--- src/rtl/mem_arbiter_pkg.sv ---
// Shared types and constants for the external memory port arbiter.
package mem_arbiter_pkg;

  typedef enum logic [1:0] {IDLE, MEM, RESP} state_t;

  typedef enum logic [1:0] {OWN_IC, OWN_DCR, OWN_DCW} owner_t;

  localparam logic ISIDE  = 1'b0;
  localparam logic DSIDE  = 1'b1;

  localparam logic MEM_RD = 1'b0;
  localparam logic MEM_WR = 1'b1;

endpackage

--- src/rtl/mem_arbiter.sv ---
// Serialises I-cache refills and D-cache refill/write-back line transactions
// onto the single external memory port, round-robin between I- and D-side.
module mem_arbiter
  import mem_arbiter_pkg::*;
#(
  parameter int ADDR_W = 32,
  parameter int LINE_W = 128,
  parameter int OFF_W  = 4
) (
  input  logic              clk,
  input  logic              reset,
  input  logic              ic_read_req,
  input  logic [ADDR_W-1:0] ic_read_addr,
  output logic              ic_read_ack,
  output logic [LINE_W-1:0] ic_read_data,
  input  logic              dc_read_req,
  input  logic [ADDR_W-1:0] dc_read_addr,
  output logic              dc_read_ack,
  output logic [LINE_W-1:0] dc_read_data,
  input  logic              dc_write_req,
  input  logic [ADDR_W-1:0] dc_write_addr,
  input  logic [LINE_W-1:0] dc_write_data,
  output logic              dc_write_ack,
  output logic              mem_enable,
  output logic              mem_rw,
  input  logic              mem_ack,
  output logic [ADDR_W-1:0] mem_addr,
  input  logic [LINE_W-1:0] mem_data_in,
  output logic [LINE_W-1:0] mem_data_out
);

  state_t              state_reg, state_next;
  owner_t              owner_reg, owner_next;
  logic                last_grant_reg, last_grant_next;

  logic                mem_enable_next, mem_rw_next;
  logic [ADDR_W-1:0]   mem_addr_next;
  logic [LINE_W-1:0]   mem_data_out_next;
  logic                ic_read_ack_next, dc_read_ack_next, dc_write_ack_next;
  logic [LINE_W-1:0]   ic_read_data_next, dc_read_data_next;

  logic                any_req, grant_d;
  owner_t              win_owner;
  logic [ADDR_W-1:0]   win_addr;
  logic [LINE_W-1:0]   win_wdata;
  logic                win_rw;

  assign any_req = ic_read_req | dc_read_req | dc_write_req;

  // Winner selection: D-side evicts before refilling; on an I/D tie the side
  // that was not granted last time wins.
  always_comb begin
    grant_d   = 1'b0;
    win_owner = OWN_IC;
    win_addr  = ic_read_addr;
    win_wdata = '0;
    win_rw    = MEM_RD;
    if ((dc_write_req || dc_read_req) &&
        (!ic_read_req || last_grant_reg == ISIDE)) begin
      grant_d = 1'b1;
      if (dc_write_req) begin
        win_owner = OWN_DCW;
        win_addr  = dc_write_addr;
        win_wdata = dc_write_data;
        win_rw    = MEM_WR;
      end else begin
        win_owner = OWN_DCR;
        win_addr  = dc_read_addr;
      end
    end
  end

  always_comb begin
    state_next        = state_reg;
    owner_next        = owner_reg;
    last_grant_next   = last_grant_reg;
    mem_enable_next   = mem_enable;
    mem_rw_next       = mem_rw;
    mem_addr_next     = mem_addr;
    mem_data_out_next = mem_data_out;
    ic_read_ack_next  = 1'b0;
    dc_read_ack_next  = 1'b0;
    dc_write_ack_next = 1'b0;
    ic_read_data_next = ic_read_data;
    dc_read_data_next = dc_read_data;
    case (state_reg)
      IDLE: begin
        if (any_req) begin
          state_next        = MEM;
          owner_next        = win_owner;
          last_grant_next   = grant_d ? DSIDE : ISIDE;
          mem_enable_next   = 1'b1;
          mem_rw_next       = win_rw;
          mem_addr_next     = {win_addr[ADDR_W-1:OFF_W], {OFF_W{1'b0}}};
          mem_data_out_next = win_wdata;
        end
      end
      MEM: begin
        if (mem_ack) begin
          state_next      = RESP;
          mem_enable_next = 1'b0;
          case (owner_reg)
            OWN_IC: begin
              ic_read_ack_next  = 1'b1;
              ic_read_data_next = mem_data_in;
            end
            OWN_DCR: begin
              dc_read_ack_next  = 1'b1;
              dc_read_data_next = mem_data_in;
            end
            OWN_DCW: dc_write_ack_next = 1'b1;
            default: ;
          endcase
        end
      end
      RESP:    state_next = IDLE;
      default: state_next = IDLE;
    endcase
  end

  always_ff @(posedge clk) begin
    if (!reset) begin
      state_reg      <= IDLE;
      owner_reg      <= OWN_IC;
      last_grant_reg <= DSIDE;
      mem_enable     <= 1'b0;
      mem_rw         <= MEM_RD;
      mem_addr       <= '0;
      mem_data_out   <= '0;
      ic_read_ack    <= 1'b0;
      dc_read_ack    <= 1'b0;
      dc_write_ack   <= 1'b0;
      ic_read_data   <= '0;
      dc_read_data   <= '0;
    end else begin
      state_reg      <= state_next;
      owner_reg      <= owner_next;
      last_grant_reg <= last_grant_next;
      mem_enable     <= mem_enable_next;
      mem_rw         <= mem_rw_next;
      mem_addr       <= mem_addr_next;
      mem_data_out   <= mem_data_out_next;
      ic_read_ack    <= ic_read_ack_next;
      dc_read_ack    <= dc_read_ack_next;
      dc_write_ack   <= dc_write_ack_next;
      ic_read_data   <= ic_read_data_next;
      dc_read_data   <= dc_read_data_next;
    end
  end

endmodule

--- config.mk ---
export PLATFORM = sky130hd
export DESIGN_NAME = mem_arbiter
export DESIGN_NICKNAME = d
export VERILOG_FILES = /design/src/rtl/mem_arbiter_pkg.sv /design/src/rtl/mem_arbiter.sv
export SDC_FILE = /design/constraint.sdc
export NUM_CORES = 1
export LEC_CHECK = 0
export CELL_PAD_IN_SITES_DETAIL_PLACEMENT = 2
export CELL_PAD_IN_SITES_GLOBAL_PLACEMENT = 2
export CORE_AREA = 2 2 302 304
export CTS_CLUSTER_DIAMETER = 80
export DETAILED_ROUTE_END_ITERATION = 10
export DIE_AREA = 0 0 304 306
export MAX_ROUTING_LAYER = met4
export PLACE_DENSITY_LB_ADDON = 0.1
export SETUP_SLACK_MARGIN = 0.02
export SYNTH_ARGS = -nofsm -noshare
export SYNTH_HDL_FRONTEND = slang
export SYNTH_SLANG_ARGS = --single-unit
--- constraint.sdc ---
create_clock -name clk -period 1.9 [get_ports clk]
set_clock_uncertainty 0.1 [all_clocks]
set_input_delay 0.285 -clock clk [delete_from_list [all_inputs] [get_ports clk]]
set_output_delay 0.285 -clock clk [all_outputs]
set_load 0.02 [all_outputs]
==> flow_summary.toml <==
[synthesis]
synth.distinct_cells = 33
synth_top_flop_cell = "dfxtp_1"
synth.top_cell.area_share_pct = 55.4
syn_area_um2 = 15200
syn_avg_cell_area_um2 = 10.7
yosysSeqAreaShare_pct = 55.4
yosysWarnings = 0
yosysMostFrequentCell = "dfxtp_1"
synth-edff-count = 0
ys_top_cells_by_count = "421 x dfxtp_1, 384 x nand2_1, 284 x mux2i_1"
syn_inst = 1417
synth_seq_cells = 421
synthArstFlopShare_pct = 0
synth.area.top_cells = "dfxtp_1 55%, mux2i_1 19%, nand2_1 9.5%"
yosys.area.top_type = "dfxtp_1"

[drt]
vias = 13700
antenna_left = 0
dr.pass1.iters = 4
wl_per_cell_um = 22.1
drc = 0
via_per_inst = 4.00
drt_wl_total_mm = 75.7
drtIter0Drc = 384

[critical_path]
worst_r2r_startpoint = "state_reg[0]"
cp-startpoint = "ic_read_data[8]"
path_buf_inv = 1
path_max_fanout = 2
critPathKind = "reg2out"
cpMaxStageDelayCell = "clkdlybuf4s15_1"
cp_slowest_stage_delay_ns = 0.46
crit_path_start_kind = "register"
cp.required_ns = 1.51
cp-end-kind = "primary output"
crit_family = "buffers and inverters"
cp_data_arrival_time_ns = 1.42
crit_chain = "clkdlybuf4s15_1"

[global_route]
gr-usage-met3_pct = 5.99
gr-usage-met1_pct = 16.5
antenna_found_initial = 15
grt.overflow.total = 0
met2_usage_pct = 29.6
grt_usage_pct = 16.2
grt_max_degree = 59
grt_pass1_vias = 15600
busiest_layer = "met2"
grt_pass1_wl_mm = 109

[clock_tree]
cts_max_level = 2
clock-sinks = 421
clk_latency_ns = 0.60
clock-root-buffer = "clkbuf_16"
numCtsBuffers = 55
cts_resized = 436
ctsHoldBuffers = 0
cts_tree = "yes"
clockBufferDepth = 3
clk_pin_slew_ns = 0.06
post-cts-setup-buffers = 0

[sta]
setup_viol = 0
min_period_over_period_pct = 94.9
finalHoldViolCount = 0
max_freq_ghz = 0.554
rsz0062_at_grt = "no"
period_minus_slack_ns = 1.80
slew_violations = 0
whs_ns = 0.0507

[cells_and_area]
area_growth_pct = 71.3
drive_gt1_share_pct = 9.25
final_net_count = 2551
reg_top3 = "dc_read_data x128, ic_read_data x128, mem_data_out x128"
fillers = 9872

[die]
die_w_um = 304
core-area_um2 = 89600
floorplan.initialDensity_pct = 17.0
rows = 110
die_area_um2 = 93000
die_h_um = 306
io_pins = 779

[power_and_ir_drop]
leakage_nw = 12.4
max-vdd-ir-drop_mv = 0.551
power_w = 0.0237
powerDensity_nw_per_um2 = 908

[run]
cap_viol_max_count = 0

[place]
dp_hpwl_mm = 60.1
place_congestion = 0.783
port_buffers = 762

[status]
status = "finished, final reports clean"

[min_path]
min_path_type = "in2reg"
hold_path_startpoint = "reset"
## cells in the final DEF (no fill, tap or decap), drive strengths merged
| master | count |
|---|---|
| o2bb2ai | 28 |
| dfxtp | 421 |
| nand3b | 2 |
| a21oi | 3 |
| o21ai | 1 |
| nor3 | 3 |
| a22o | 128 |
| clkdlybuf4s15 | 14 |
| a2bb2oi | 1 |
| or3 | 1 |
| a22oi | 1 |
| clkinv | 12 |
| nor4 | 1 |
| nor3b | 1 |
| o21a | 1 |
| a21o | 1 |
| clkbuf | 81 |
| mux2i | 284 |
| nor4b | 1 |
| clkdlybuf4s50 | 344 |
| nand3 | 1 |
| conb | 4 |
| and4 | 1 |
| or3b | 1 |
| diode | 13 |
| o31ai | 1 |
| nor2 | 4 |
| bufinv | 7 |
| buf | 73 |
| nand2 | 384 |
| mux2 | 28 |
| inv | 4 |
| dlygate4sd2 | 401 |
## final timing paths
kind / end / slack (ns) / cells past startpoint
min reg2reg: dc_read_data[34] / 0.35 / 2
min: state_reg[1] / 0.05 / 4
max: ic_read_data[8] / 0.1 / 1
max reg2reg: dc_read_data[48] / 0.14 / 4
## area by class of cell
class	count	area [µm²]	share of cell area, %
Tap cell	1176	1470	5.65
Inverter	2	7.51	0.0288
Sequential cell	421	8430	32.3
Multi-Input combinational cell	881	6190	23.7
Timing Repair Buffer	832	7990	30.6
Clock buffer	81	1620	6.23
Clock inverter	21	324	1.24
Antenna cell	13	32.5	0.125
## kinds of logic (layout without fill, tap and decap cells)
family | count (synthesis) | count (layout) | share of synthesized area (%)
AOI/OAI and AO/OA | 165 | 165 | 9.39
buffers and inverters | 118 | 936 | 4.25
DFF | 421 | 421 | 55.4
muxes | 312 | 312 | 20.8
other | 1 | 17 | 0.0246
and+or+nand+nor | 400 | 400 | 10.2
## power by group
| part | total, W | switching (W) | internal (W) |
|---|---|---|---|
| Combinational | 0.00315 | 0.00161 | 0.00153 |
| Sequential | 0.00939 | 0.000197 | 0.00919 |
| Clock | 0.0111 | 0.00426 | 0.00686 |
## metal layers
| layer | routed length, µm | vias to the layer above |
|---|---|---|
| met4 | 1080 | 0 |
| met2 | 39800 | 463 |
| li1 | - | 6441 |
| met3 | 6160 | 64 |
| met1 | 28600 | 6747 |
| met5 | 0 | - |
## metrics by stage
step	setup TNS [ns]	instances	worst slack, ns	instance area, µm²	util [%]
3_3_place_gp	-56.11	3312	-0.222	24600	27.4
2_1_floorplan	0	1420	0.239	15200	-
5_1_grt	0	3427	0.0200	26100	29.1
6_report	0	3427	0.0965	26100	29.1
4_1_cts	0	3414	0.0248	26000	29.0
3_5_place_dp	-70.16	3312	-0.262	24600	27.4
Power figures use the tool's default switching activity.
